<file path="src/rtl/pwm_multi.sv">
// Multi-channel PWM with a shared period counter, edge/centre alignment,
// per-channel polarity and shadow registers that update on period boundaries.
module pwm_multi #(
  parameter int WIDTH    = 8,
  parameter int CHANNELS = 4
) (
  input  logic                      clk,
  input  logic                      rst_n,
  input  logic                      en,
  input  logic                      load,
  input  logic [WIDTH-1:0]          period,
  input  logic [CHANNELS*WIDTH-1:0] duty,
  input  logic                      mode,
  input  logic [CHANNELS-1:0]       invert,
  output logic [CHANNELS-1:0]       pwm_out,
  output logic                      period_end,
  output logic                      load_ack,
  output logic [WIDTH-1:0]          cnt
);

  logic [WIDTH-1:0]          r_cnt, w_cnt_n;
  logic                      r_dn, w_dn_n;
  logic                      r_run, r_ack, w_ack_n;
  logic [CHANNELS-1:0]       r_pwm, w_pwm_n;

  logic [WIDTH-1:0]          r_a_per, r_p_per, w_a_per_n, w_p_per_n;
  logic [CHANNELS*WIDTH-1:0] r_a_duty, r_p_duty, w_a_duty_n, w_p_duty_n;
  logic                      r_a_mode, r_p_mode, w_a_mode_n, w_p_mode_n;
  logic [CHANNELS-1:0]       r_a_inv, r_p_inv, w_a_inv_n, w_p_inv_n;
  logic                      r_pv, w_pv_n;

  logic                      w_pzero, w_bound, w_idle;
  logic                      w_take_in, w_take_p, w_to_p;
  logic [WIDTH-1:0]          w_pm1;

  assign w_pzero = (r_a_per == '0);
  assign w_pm1   = w_pzero ? '0 : r_a_per - WIDTH'(1);
  assign w_bound = r_run & ~w_pzero &
                   (r_a_mode ? (r_dn & (r_cnt == '0))
                             : (r_cnt == w_pm1));

  // With no running period (disabled or P==0) pending values apply at once.
  assign w_idle    = ~en | w_pzero;
  assign w_take_in = ~w_idle & w_bound & load;
  assign w_take_p  = r_pv & ~load & (w_idle | w_bound);
  assign w_to_p    = load & ~w_take_in;

  always_comb begin
    w_a_per_n  = r_a_per;
    w_a_duty_n = r_a_duty;
    w_a_mode_n = r_a_mode;
    w_a_inv_n  = r_a_inv;
    w_p_per_n  = r_p_per;
    w_p_duty_n = r_p_duty;
    w_p_mode_n = r_p_mode;
    w_p_inv_n  = r_p_inv;
    w_pv_n     = r_pv;
    w_ack_n    = 1'b0;
    unique case (1'b1)
      w_take_in: begin
        w_a_per_n  = period;
        w_a_duty_n = duty;
        w_a_mode_n = mode;
        w_a_inv_n  = invert;
        w_pv_n     = 1'b0;
        w_ack_n    = 1'b1;
      end
      w_take_p: begin
        w_a_per_n  = r_p_per;
        w_a_duty_n = r_p_duty;
        w_a_mode_n = r_p_mode;
        w_a_inv_n  = r_p_inv;
        w_pv_n     = 1'b0;
        w_ack_n    = 1'b1;
      end
      w_to_p: begin
        w_p_per_n  = period;
        w_p_duty_n = duty;
        w_p_mode_n = mode;
        w_p_inv_n  = invert;
        w_pv_n     = 1'b1;
      end
      default: ;
    endcase
  end

  always_comb begin
    w_cnt_n = '0;
    w_dn_n  = 1'b0;
    if (en && r_run && !w_pzero && !w_bound) begin
      if (!r_a_mode) begin
        w_cnt_n = r_cnt + WIDTH'(1);
      end else if (!r_dn) begin
        // Apex value is held for a second cycle as the down leg begins.
        if (r_cnt == w_pm1) begin
          w_cnt_n = r_cnt;
          w_dn_n  = 1'b1;
        end else begin
          w_cnt_n = r_cnt + WIDTH'(1);
        end
      end else begin
        w_cnt_n = r_cnt - WIDTH'(1);
        w_dn_n  = 1'b1;
      end
    end
  end

  always_comb begin
    w_pwm_n = '0;
    for (int i = 0; i < CHANNELS; i++) begin
      w_pwm_n[i] = w_a_inv_n[i] ^
                   (en && (w_a_per_n != '0) &&
                    (w_cnt_n < w_a_duty_n[i*WIDTH +: WIDTH]));
    end
  end

  always_ff @(posedge clk) begin
    if (!rst_n) begin
      r_cnt    <= '0;
      r_dn     <= 1'b0;
      r_run    <= 1'b0;
      r_ack    <= 1'b0;
      r_pwm    <= '0;
      r_a_per  <= '0;
      r_a_duty <= '0;
      r_a_mode <= 1'b0;
      r_a_inv  <= '0;
      r_p_per  <= '0;
      r_p_duty <= '0;
      r_p_mode <= 1'b0;
      r_p_inv  <= '0;
      r_pv     <= 1'b0;
    end else begin
      r_cnt    <= w_cnt_n;
      r_dn     <= w_dn_n;
      r_run    <= en;
      r_ack    <= w_ack_n;
      r_pwm    <= w_pwm_n;
      r_a_per  <= w_a_per_n;
      r_a_duty <= w_a_duty_n;
      r_a_mode <= w_a_mode_n;
      r_a_inv  <= w_a_inv_n;
      r_p_per  <= w_p_per_n;
      r_p_duty <= w_p_duty_n;
      r_p_mode <= w_p_mode_n;
      r_p_inv  <= w_p_inv_n;
      r_pv     <= w_pv_n;
    end
  end

  assign pwm_out    = r_pwm;
  assign period_end = w_bound;
  assign load_ack   = r_ack;
  assign cnt        = r_cnt;

endmodule

</file>
<file path="config.mk">
export PLATFORM = sky130hd
export DESIGN_NAME = pwm_multi
export DESIGN_NICKNAME = d
export VERILOG_FILES = /design/src/rtl/pwm_multi.sv
export SDC_FILE = /design/constraint.sdc
export NUM_CORES = 1
export LEC_CHECK = 0
export BUFFER_PORTS_ARGS = -buffer_cell sky130_fd_sc_hd__buf_2
export CORE_UTILIZATION = 50
export CTS_CLUSTER_SIZE = 28
export DETAILED_ROUTE_END_ITERATION = 8
export PLACE_DENSITY = 0.7
export REMOVE_ABC_BUFFERS = 1
export SLEW_MARGIN = 20
export SYNTH_ARGS = -nofsm -noshare
export SYNTH_HDL_FRONTEND = slang
export SYNTH_SLANG_ARGS = --single-unit
</file>
<file path="constraint.sdc">
create_clock -name clk -period 11.5 [get_ports clk]
set_input_delay 2.3 -clock clk [delete_from_list [all_inputs] [get_ports clk]]
set_output_delay 2.3 -clock clk [all_outputs]
set_load 0.02 [all_outputs]
</file>
==> results of run 1 <==
==> per-stage QoR <==
step	cell area [sq um]	power, W	hold WS (ns)	worst slack, ns
floorplan	5130	0.000455	0.437	5.51
global placement	5650	0.000485	0.442	6.06
detailed placement	5650	0.000488	0.447	6.02
CTS	5850	0.000723	0.460	5.94
global route	5850	0.000751	0.477	5.61
finish	5850	0.000716	0.460	5.95
==> power breakdown <==
group / switching (W) / internal [W] / leakage, nW
combinational: 0.0000554 / 0.0000352 / 1.51
clock: 0.000131 / 0.000107 / 0.0950
sequential: 0.00000745 / 0.000381 / 0.864
==> flip-flops by register name, summed over array words and instances, names as in the netlist <==
register / cells
r_a_duty: 32
pwm_out: 4
r_p_duty: 32
r_pv: 1
r_p_mode: 1
r_p_inv: 4
r_dn: 1
r_a_per: 8
r_run: 1
cnt: 8
load_ack: 1
r_a_inv: 4
r_a_mode: 1
r_p_per: 8
==> cell type report <==
cell class / instances / area share (%)
flip-flops and latches: 106 / 36.3
repair buffers: 66 / 5.82
multi-input cells: 480 / 51.0
clock inverters: 5 / 1.07
well taps: 136 / 2.91
clock buffers: 10 / 2.35
inverters: 10 / 0.641
==> worst paths after layout <==
path,slack [ns],depth (start not counted),to
min,0.46,2,r_p_duty[2]$_SDFFE_PN0P_
min reg2reg,0.46,2,r_p_duty[2]$_SDFFE_PN0P_
max,5.95,8,period_end
max reg2reg,6.34,16,pwm_out[0]$_SDFF_PN0_
==> cell families after synthesis <==
kind of cell | Yosys count | synth area share (%)
AO/OA/AOI/OAI | 195 | 24.5
XOR/XNOR | 11 | 1.81
adder cells (fa/ha/maj) | 32 | 7.52
buffers and inverters | 51 | 4.23
flip-flops | 106 | 39.9
multiplexers | 5 | 1.15
AND/OR/NAND/NOR | 237 | 20.9
==> layer usage <==
metal  share of wire, %  vias to the layer above  wire [um]  GRT usage, %
met5                  0                        -          0             0
met4                2.0                        0        248          8.15
met3                4.8                       18        591          4.18
met2                 48                      119       5950          39.4
met1                 45                     2201       5640          30.1
li1                   -                     2333          -             -
==> worst register-to-register path, stage by stage, from the launching register on <==
cell and delay [ns]:
dfxtp_1 0.39, inv_1 0.11, ha_1 0.22, nor3b_1 0.46, nand2_1 0.26, o21ai_0 0.12, nor4b_1 0.53, a32o_1 0.55
and2_4 0.58, a22o_1 0.25, a21oi_1 0.05, ha_1 0.31, a211o_1 0.29, a21oi_1 0.12, a221oi_1 0.11, a2111oi_2 0.39
mux2_4 0.33
==> cell usage in the layout, fill, tap and decap left out, types with 3 or more instances in the layout <==
cell / count
a21oi_1: 99
and2_1: 17
nand4_1: 6
buf_4: 4
nor3b_1: 7
nand3_1: 3
clkbuf_8: 10
buf_2: 62
nor2b_1: 9
a21o_1: 6
and3_1: 10
a22o_1: 29
or4_1: 5
xnor2_1: 11
nor3_1: 5
dfxtp_1: 106
a211o_1: 3
a22oi_1: 13
nor4_1: 3
nor2_1: 47
inv_1: 9
ha_1: 32
o21ai_0: 15
o31ai_1: 5
nand2_1: 113
==> results.yml, run 1 <==
status:
  outcome: "complete, no violations"
worst_setup_path:
  cp_data_arrival_time_ns: 3.25
  path_buf_inv: 2
  worstPathRequired_ns: 9.20
  worstSetupPathType: "reg -> out"
  slowest_stage: "a32o_1"
  crit_start: "r_a_per[0]$_SDFF_PN0_"
  cp_top_family: "simple AND/OR/NAND/NOR gates"
  endpoint_kind: "output port"
  r2r-start: "r_a_per[0]$_SDFF_PN0_"
  crit_path_max_fanout: 10
  cpPeakStageDelay_ns: 0.55
  crit_path_cell_trace: "inv_1 -> ha_1 -> nor3b_1 -> nand2_1 -> o21ai_0 -> nor4b_1 -> a32o_1 -> buf_2"
  cp-start-kind: "flip-flop"
cells_and_area:
  drive_gt1_share_pct: 14.2
  n_antenna_cell: 0
  utilization_pct: 56.7
  finalNonFillerCells: 813
  multi_input_area_sq_mm: 0.00298
  regArea_sq_mm: 0.00212
  nFillCells: 963
  finalNetCount: 754
  area_growth_pct: 9.97
worst_hold_path:
  hp-start: "r_p_duty[2]$_SDFFE_PN0P_"
  hold_path.class: "reg -> reg"
clock_tree:
  post_cts_buffers: 0
  clock-sinks: 106
  cts_root_buf: "clkbuf_8"
  cts_tree: "built"
  post_cts_resized: 0
  htree_levels: 3
  path_clk_slew_ns: 0.10
  cts_buffers: 9
  clock_path_buffers: 2
  clkLatencyLatePin_ns: 0.36
  postCtsHoldBufs: 0
sta:
  setup-tns-final_ns: 0
  finalCriticalPeriod_ns: 5.55
  slew_headroom_pct: 35.9
  setup_viol: 0
  finalMaxSlewViolations: 0
  grt_setup_unrepaired: "no"
  final.setup_skew_ns: 0.0106
  worstMarginPinSlew_ns: 0.961
  max_freq_mhz: 180
  fin_crit_sh_pct: 48.3
  finalHoldViolCount: 0
global_routing:
  grt_pass1_vias: 4388
  gr-total-overflow: 0
  grt_start_max_net_pins: 92
  grt_pass1_wl_mm: 20.9
  antenna_found_initial: 0
  grt_usage_pct: 23.4
detailed_routing:
  drt_wl_total_mm: 12.4
  drc: 0
  dr.pass1.iters: 5
  wl_per_cell_um: 15.3
  viasPerCell: 5.75
  ant_nets: 0
  drt_iter0_drc: 229
  vias: 4671
logic_synthesis:
  synth-seq-cells: 106
  ys_types: 58
  ys.flop_type: "dfxtp_1"
  async_flop_share_pct: 0
  synth_common_cells: "113 x nand2_1, 106 x dfxtp_1, 99 x a21oi_1"
  synth_top_cell_by_area: "dfxtp_1"
  synth_top_area_share_pct: 39.9
  avgSynthCellArea_sq_um: 8.35
  ys_seq_area_share_pct: 39.9
  synth_most_common_cell: "nand2_1"
  syn_area_sq_mm: 0.00532
  synth-edff-count: 0
  syn-instance-count: 637
  synth_warnings: 0
  ys_top_cells_by_area: "dfxtp_1 40%, a21oi_1 9.3%, nand2_1 8.0%"
flow_run:
  max_cap_violations: 0
floorplan:
  fp.dieH_um: 105
  io_pins: 63
  start_util_pct: 51.5
  die_width_um: 105
  rows: 37
  die-area_sq_mm: 0.0111
  fp.coreArea_sq_mm: 0.0103
pwr:
  power_density_mw_per_mm2: 122
  peakVddDrop_v: 0.0000654
  p_leak_nw: 2.47
placed_design:
  gp_congestion: 0.803
  portBuffers: 62
  dpl.hpwl_mm: 8.37
  dp.cells: 798
No activity file was read; power rests on OpenSTA's default activity.
==> inputs of run 2 (changes only) <==
PLACE_DENSITY = 0.73   (was 0.7)
clock period = 5.1 ns   (was 11.5 ns; I/O delays follow)
==> run 2 against run 1 <==
  * Flip-flop and latch count unchanged
  * Register-to-register slack got worse by 6.1 ns
  * Worst hold slack about the same
  * Non-clock buffer count increased by 8
  * Critical path depth increased by 10
  * Power increased by 120%
  * Highest routed layer unchanged
  * Largest power group unchanged
==> results.yml, run 2 (synthesis results as in run 1) <==
flow_run:
  max_cap_violations: 0
detailed_routing:
  viasPerCell: 5.74
  dr.pass1.iters: 6
  drt_wl_total_mm: 12.7
  wl_per_cell_um: 15.5
  vias: 4721
  drc: 0
  drt_iter0_drc: 269
  ant_nets: 0
global_routing:
  gr-total-overflow: 0
  grt_start_max_net_pins: 49
  grt_usage_pct: 24.2
  antenna_found_initial: 0
  grt_pass1_vias: 4544
  grt_pass1_wl_mm: 21.1
clock_tree:
  clock_path_buffers: 2
  clkLatencyLatePin_ns: 0.38
  htree_levels: 3
  cts_buffers: 9
  path_clk_slew_ns: 0.10
  cts_root_buf: "clkbuf_8"
  cts_tree: "built"
  clock-sinks: 106
cells_and_area:
  regArea_sq_mm: 0.00212
  area_growth_pct: 11.1
  drive_gt1_share_pct: 16.2
  utilization_pct: 57.3
  final_cell_mix: "113 x nand2_1, 105 x dfxtp_1, 99 x a21oi_1"
  layout_commonest_cell: "nand2_1"
  design_area_sq_mm: 0.00591
  reg_top3: "r_a_duty x32, r_p_duty x32"
  multi_input_area_sq_mm: 0.00300
  finalNetCount: 762
  n_antenna_cell: 0
  finalNonFillerCells: 822
  nFillCells: 966
sta:
  hold_ws_ns: 0.460
  grt_setup_unrepaired: "no"
  max_freq_mhz: 206
  final.setup_skew_ns: 0.00955
  finalCriticalPeriod_ns: 4.86
  finalMaxSlewViolations: 0
  worstMarginPinSlew_ns: 0.854
  finalHoldViolCount: 0
  setup_viol: 0
  slew_headroom_pct: 43.0
  fin_crit_sh_pct: 95.3
  setup-tns-final_ns: 0
placed_design:
  dpl.hpwl_mm: 9.18
  dp.cells: 806
  portBuffers: 62
  dpl-instance-area_sq_mm: 0.00572
  gp_congestion: 0.929
worst_setup_path:
  cp_data_arrival_time_ns: 5.13
  r2r-start: "r_a_per[0]$_SDFF_PN0_"
  worstPathRequired_ns: 5.37
  r2r_slack_ns: 0.24
  crit_path_max_fanout: 7
  rr_endpoint: "pwm_out[0]$_SDFF_PN0_"
  cpPeakStageDelay_ns: 0.52
  cp-start-kind: "flip-flop"
  crit_path_cell_trace: "inv_1 -> ha_1 -> nor3b_1 -> or4_4 -> and3_4 -> a2111oi_4 -> and3_4 -> o21ai_0 -> and4_1 -> and2_1 -> a21oi_1 -> xnor2_1 -> and2_1 -> ha_1 -> nand4_1 -> a221oi_1 -> a2111oi_2 -> mux2_4"
  worstSetupPathType: "reg -> reg"
  r2r_cells: 18
  endpoint_kind: "flip-flop"
  slowest_stage: "or4_4"
floorplan:
  fp.dieH_um: 105
  rows: 37
  fp.coreArea_sq_mm: 0.0103
  die-area_sq_mm: 0.0111
  start_util_pct: 51.5
  die_width_um: 105
  io_pins: 63
pwr:
  internal_power_w: 0.00112
  power_frac_clock_pct: 29.9
  p_leak_nw: 2.51
  peakVddDrop_v: 0.000150
  seq_power_share_pct: 56.3
  p_comb_share_pct: 13.8
  p_switching_w: 0.000437
  power_density_mw_per_mm2: 263
  swShare_pct: 28.1
status:
  outcome: "complete, no violations"
worst_hold_path:
  hold_path.class: "reg -> reg"
  hold_end: "r_p_duty[6]$_SDFFE_PN0P_"
  holdPathStages: 2
  hp-start: "r_p_duty[6]$_SDFFE_PN0P_"
[run 2: worst max path at each step]
stage | endpoint | cells past startpoint | start
after global routing | pwm_out[1]$_SDFF_PN0_ | 17 | r_a_per[1]$_SDFF_PN0_
after CTS | pwm_out[1]$_SDFF_PN0_ | 18 | r_a_per[0]$_SDFF_PN0_
after global placement | pwm_out[1]$_SDFF_PN0_ | 18 | r_a_per[0]$_SDFF_PN0_
final | pwm_out[0]$_SDFF_PN0_ | 18 | r_a_per[0]$_SDFF_PN0_
after floorplan | pwm_out[0]$_SDFF_PN0_ | 15 | r_a_per[0]$_SDFF_PN0_
after detailed placement | pwm_out[1]$_SDFF_PN0_ | 18 | r_a_per[0]$_SDFF_PN0_
[run 2: layout make-up]
class	count	share of cell area, %
flip-flops and latches	106	35.9
clock buffers	9	2.10
multi-input cells	480	50.7
repair buffers	74	6.99
inverters	10	0.635
well taps	136	2.88
clock inverters	7	0.783
[run 2: through the flow]
stage               total power, W  setup WS, ns
floorplan                  0.00103        -0.224
global placement           0.00110         0.311
detailed placement         0.00111         0.169
CTS                        0.00156         0.102
global route               0.00163      0.000742
finish                     0.00156         0.241
[run 2: timing repair]
item                       CTS  global route
hold buffers                 0             0
resized for setup            0             6
setup endpoints to repair    0             4
setup buffers                0             0
[run 2: worst max-delay path: cells and delay by family, from the launching register on]
family / cells / cell delay (ns)
buf+inv: 1 / 0.08
flops: 1 / 0.40
fa+ha+maj: 2 / 0.54
simple gates: 8 / 2.04
compound gates: 5 / 1.20
mux: 1 / 0.33
xor+xnor: 1 / 0.16
[run 2: per-layer routing]
metal | vias up | global-route usage, % | routed length [um]
li1 | 2352 | - | -
met1 | 2204 | 29.9 | 5760
met2 | 130 | 41.3 | 6060
met3 | 35 | 3.18 | 546
met4 | 0 | 11.8 | 383
met5 | - | 0 | 0
[run 2: power groups by stage]
| stage | clock, W | sequential [W] | combinational (W) |
|---|---|---|---|
| 6_report | 0.000466 | 0.000876 | 0.000215 |
| 3_5_place_dp | 0 | 0.000895 | 0.000211 |
| 4_1_cts | 0.000477 | 0.000876 | 0.000212 |
| 2_1_floorplan | 0 | 0.000893 | 0.000133 |
| 5_1_grt | 0.000507 | 0.000880 | 0.000239 |
| 3_3_place_gp | 0 | 0.000893 | 0.000203 |
==> inputs of run 3 (changes only) <==
MAX_ROUTING_LAYER = met4   (was unset)
==> run 3 against run 2 <==
  * Worst hold slack got worse by 0.00067 ns
  * Cell area decreased by 0.17%
  * Via count rose by 1.4%
  * Critical endpoint is now pwm_out[2]$_SDFF_PN0_
==> results.yml, run 3 (synthesis results as in run 1) <==
status:
  outcome: "complete, no violations"
floorplan:
  fp.coreArea_sq_mm: 0.0103
  die_width_um: 105
  io_pins: 63
  rows: 37
  start_util_pct: 51.5
  die-area_sq_mm: 0.0111
  fp.dieH_um: 105
sta:
  worstMarginPinSlew_ns: 0.818
  grt_setup_unrepaired: "no"
  hold_ws_ns: 0.460
  max_freq_mhz: 205
  setup_viol: 0
  worst_slack_ns: 0.220
  setup-tns-final_ns: 0
  fin_crit_sh_pct: 95.7
  final.setup_skew_ns: 0.00675
  finalMaxSlewViolations: 0
  finalHoldViolCount: 0
  finalCriticalPeriod_ns: 4.88
  slew_headroom_pct: 45.4
detailed_routing:
  drt_wl_total_mm: 13.0
  dr.pass1.iters: 5
  viasPerCell: 5.82
  ant_nets: 0
  wl_per_cell_um: 15.8
  drc: 0
  drt_iter0_drc: 245
  vias: 4786
worst_setup_path:
  crit_start: "r_a_per[0]$_SDFF_PN0_"
  worstPathRequired_ns: 5.36
  slowest_stage: "or4_4"
  cp-start-kind: "flip-flop"
  r2r-start: "r_a_per[0]$_SDFF_PN0_"
  cpPeakStageDelay_ns: 0.52
  cp_data_arrival_time_ns: 5.14
  worstSetupPathType: "reg -> reg"
  endpoint_kind: "flip-flop"
  crit_path_cell_trace: "inv_1 -> ha_1 -> nor3b_1 -> or4_4 -> and3_4 -> a2111oi_4 -> and3_1 -> o21ai_0 -> and4_1 -> and2_1 -> a32oi_1 -> xnor2_1 -> and2_2 -> ha_1 -> nor2b_1 -> o21ai_0 -> nand2b_1 -> a211oi_2 -> mux2_1"
  crit_path_max_fanout: 7
pwr:
  p_leak_nw: 2.51
  peakVddDrop_v: 0.000149
  power_density_mw_per_mm2: 264
global_routing:
  grt_pass1_wl_mm: 21.5
  grt_pass1_vias: 4566
  grt_start_max_net_pins: 48
  gr-total-overflow: 0
  grt_usage_pct: 25.1
  antenna_found_initial: 0
clock_tree:
  clock_path_buffers: 2
  post_cts_buffers: 0
  clkLatencyLatePin_ns: 0.37
  cts_buffers: 9
  htree_levels: 3
  postCtsHoldBufs: 0
  path_clk_slew_ns: 0.10
  cts_tree: "built"
  cts_root_buf: "clkbuf_8"
  post_cts_resized: 0
  clock-sinks: 106
cells_and_area:
  multi_input_area_sq_mm: 0.00299
  layout_commonest_cell: "nand2_1"
  nFillCells: 956
  utilization_pct: 57.2
  regArea_sq_mm: 0.00212
  drive_gt1_share_pct: 15.9
  area_growth_pct: 10.9
  n_antenna_cell: 0
  finalNetCount: 763
  reg_top3: "r_a_duty x32, r_p_duty x32"
  final_cell_mix: "113 x nand2_1, 105 x dfxtp_1, 99 x a21oi_1"
placed_design:
  dpl.hpwl_mm: 9.26
  pre_cts_slack_ns: 0.180
  gp_congestion: 0.934
  portBuffers: 62
worst_hold_path:
  hold_path.class: "reg -> reg"
  hp-start: "r_p_duty[2]$_SDFFE_PN0P_"
flow_run:
  max_cap_violations: 0
-- run 3: changes by cell type in the layout (fill, tap and decap cells not counted) --
cell,change
clkinvlp_4,-2
and3_1,+1
nor4b_2,-1
clkbuf_1,+2
buf_4,+1
nor4b_1,+1
and2_2,+1
and2_1,-1
and3_4,-1
-- run 3: area by class of cell --
type / count / area share [%]
clock inverter: 5 / 0.530
multi-input combinational: 480 / 50.6
sequential: 106 / 36.0
tap: 136 / 2.88
timing repair buffer: 75 / 7.12
inverter: 10 / 0.636
clock buffer: 11 / 2.23
-- run 3: critical path, delay by kind of cell, from the launching register on --
family	cells	cell delay (ns)
buffers and inverters	1	0.07
muxes	1	0.35
adders and majority gates	2	0.54
DFF	1	0.39
xor gates and xnor gates	1	0.11
AOI/OAI and AO/OA	5	1.19
and+or+nand+nor	9	2.11
-- run 3: path summary, 6_finish.rpt --
kind,end,slack [ns],cells after the start
worst max-delay path,pwm_out[2]$_SDFF_PN0_,0.22,19
worst min-delay path,r_p_duty[2]$_SDFFE_PN0P_,0.46,2
worst max register to register,pwm_out[2]$_SDFF_PN0_,0.22,19
worst min register to register,r_p_duty[2]$_SDFFE_PN0P_,0.46,2
-- run 3: layer usage --
| layer | wire, um | global-route usage (%) |
|---|---|---|
| met4 | 390 | 11.5 |
| met5 | 0 | - |
| met2 | 6220 | 41.6 |
| met3 | 603 | 3.06 |
| met1 | 5800 | 30.5 |
-- run 3: report_power, final --
part	total [W]	internal (W)	switching, W
clock	0.000466	0.000177	0.000289
sequential	0.000876	0.000859	0.0000173
combinational	0.000214	0.0000840	0.000130
total	0.00156	0.00112	0.000436
-- run 3: metrics by stage --
step	total power (W)	cells	instance area (sq um)
final	0.00156	823	5900
after global routing	0.00162	823	5900
after CTS	0.00157	823	5890
after detailed placement	0.00111	807	5730
after global placement	0.00110	807	5730
after floorplan	0.00103	596	5130
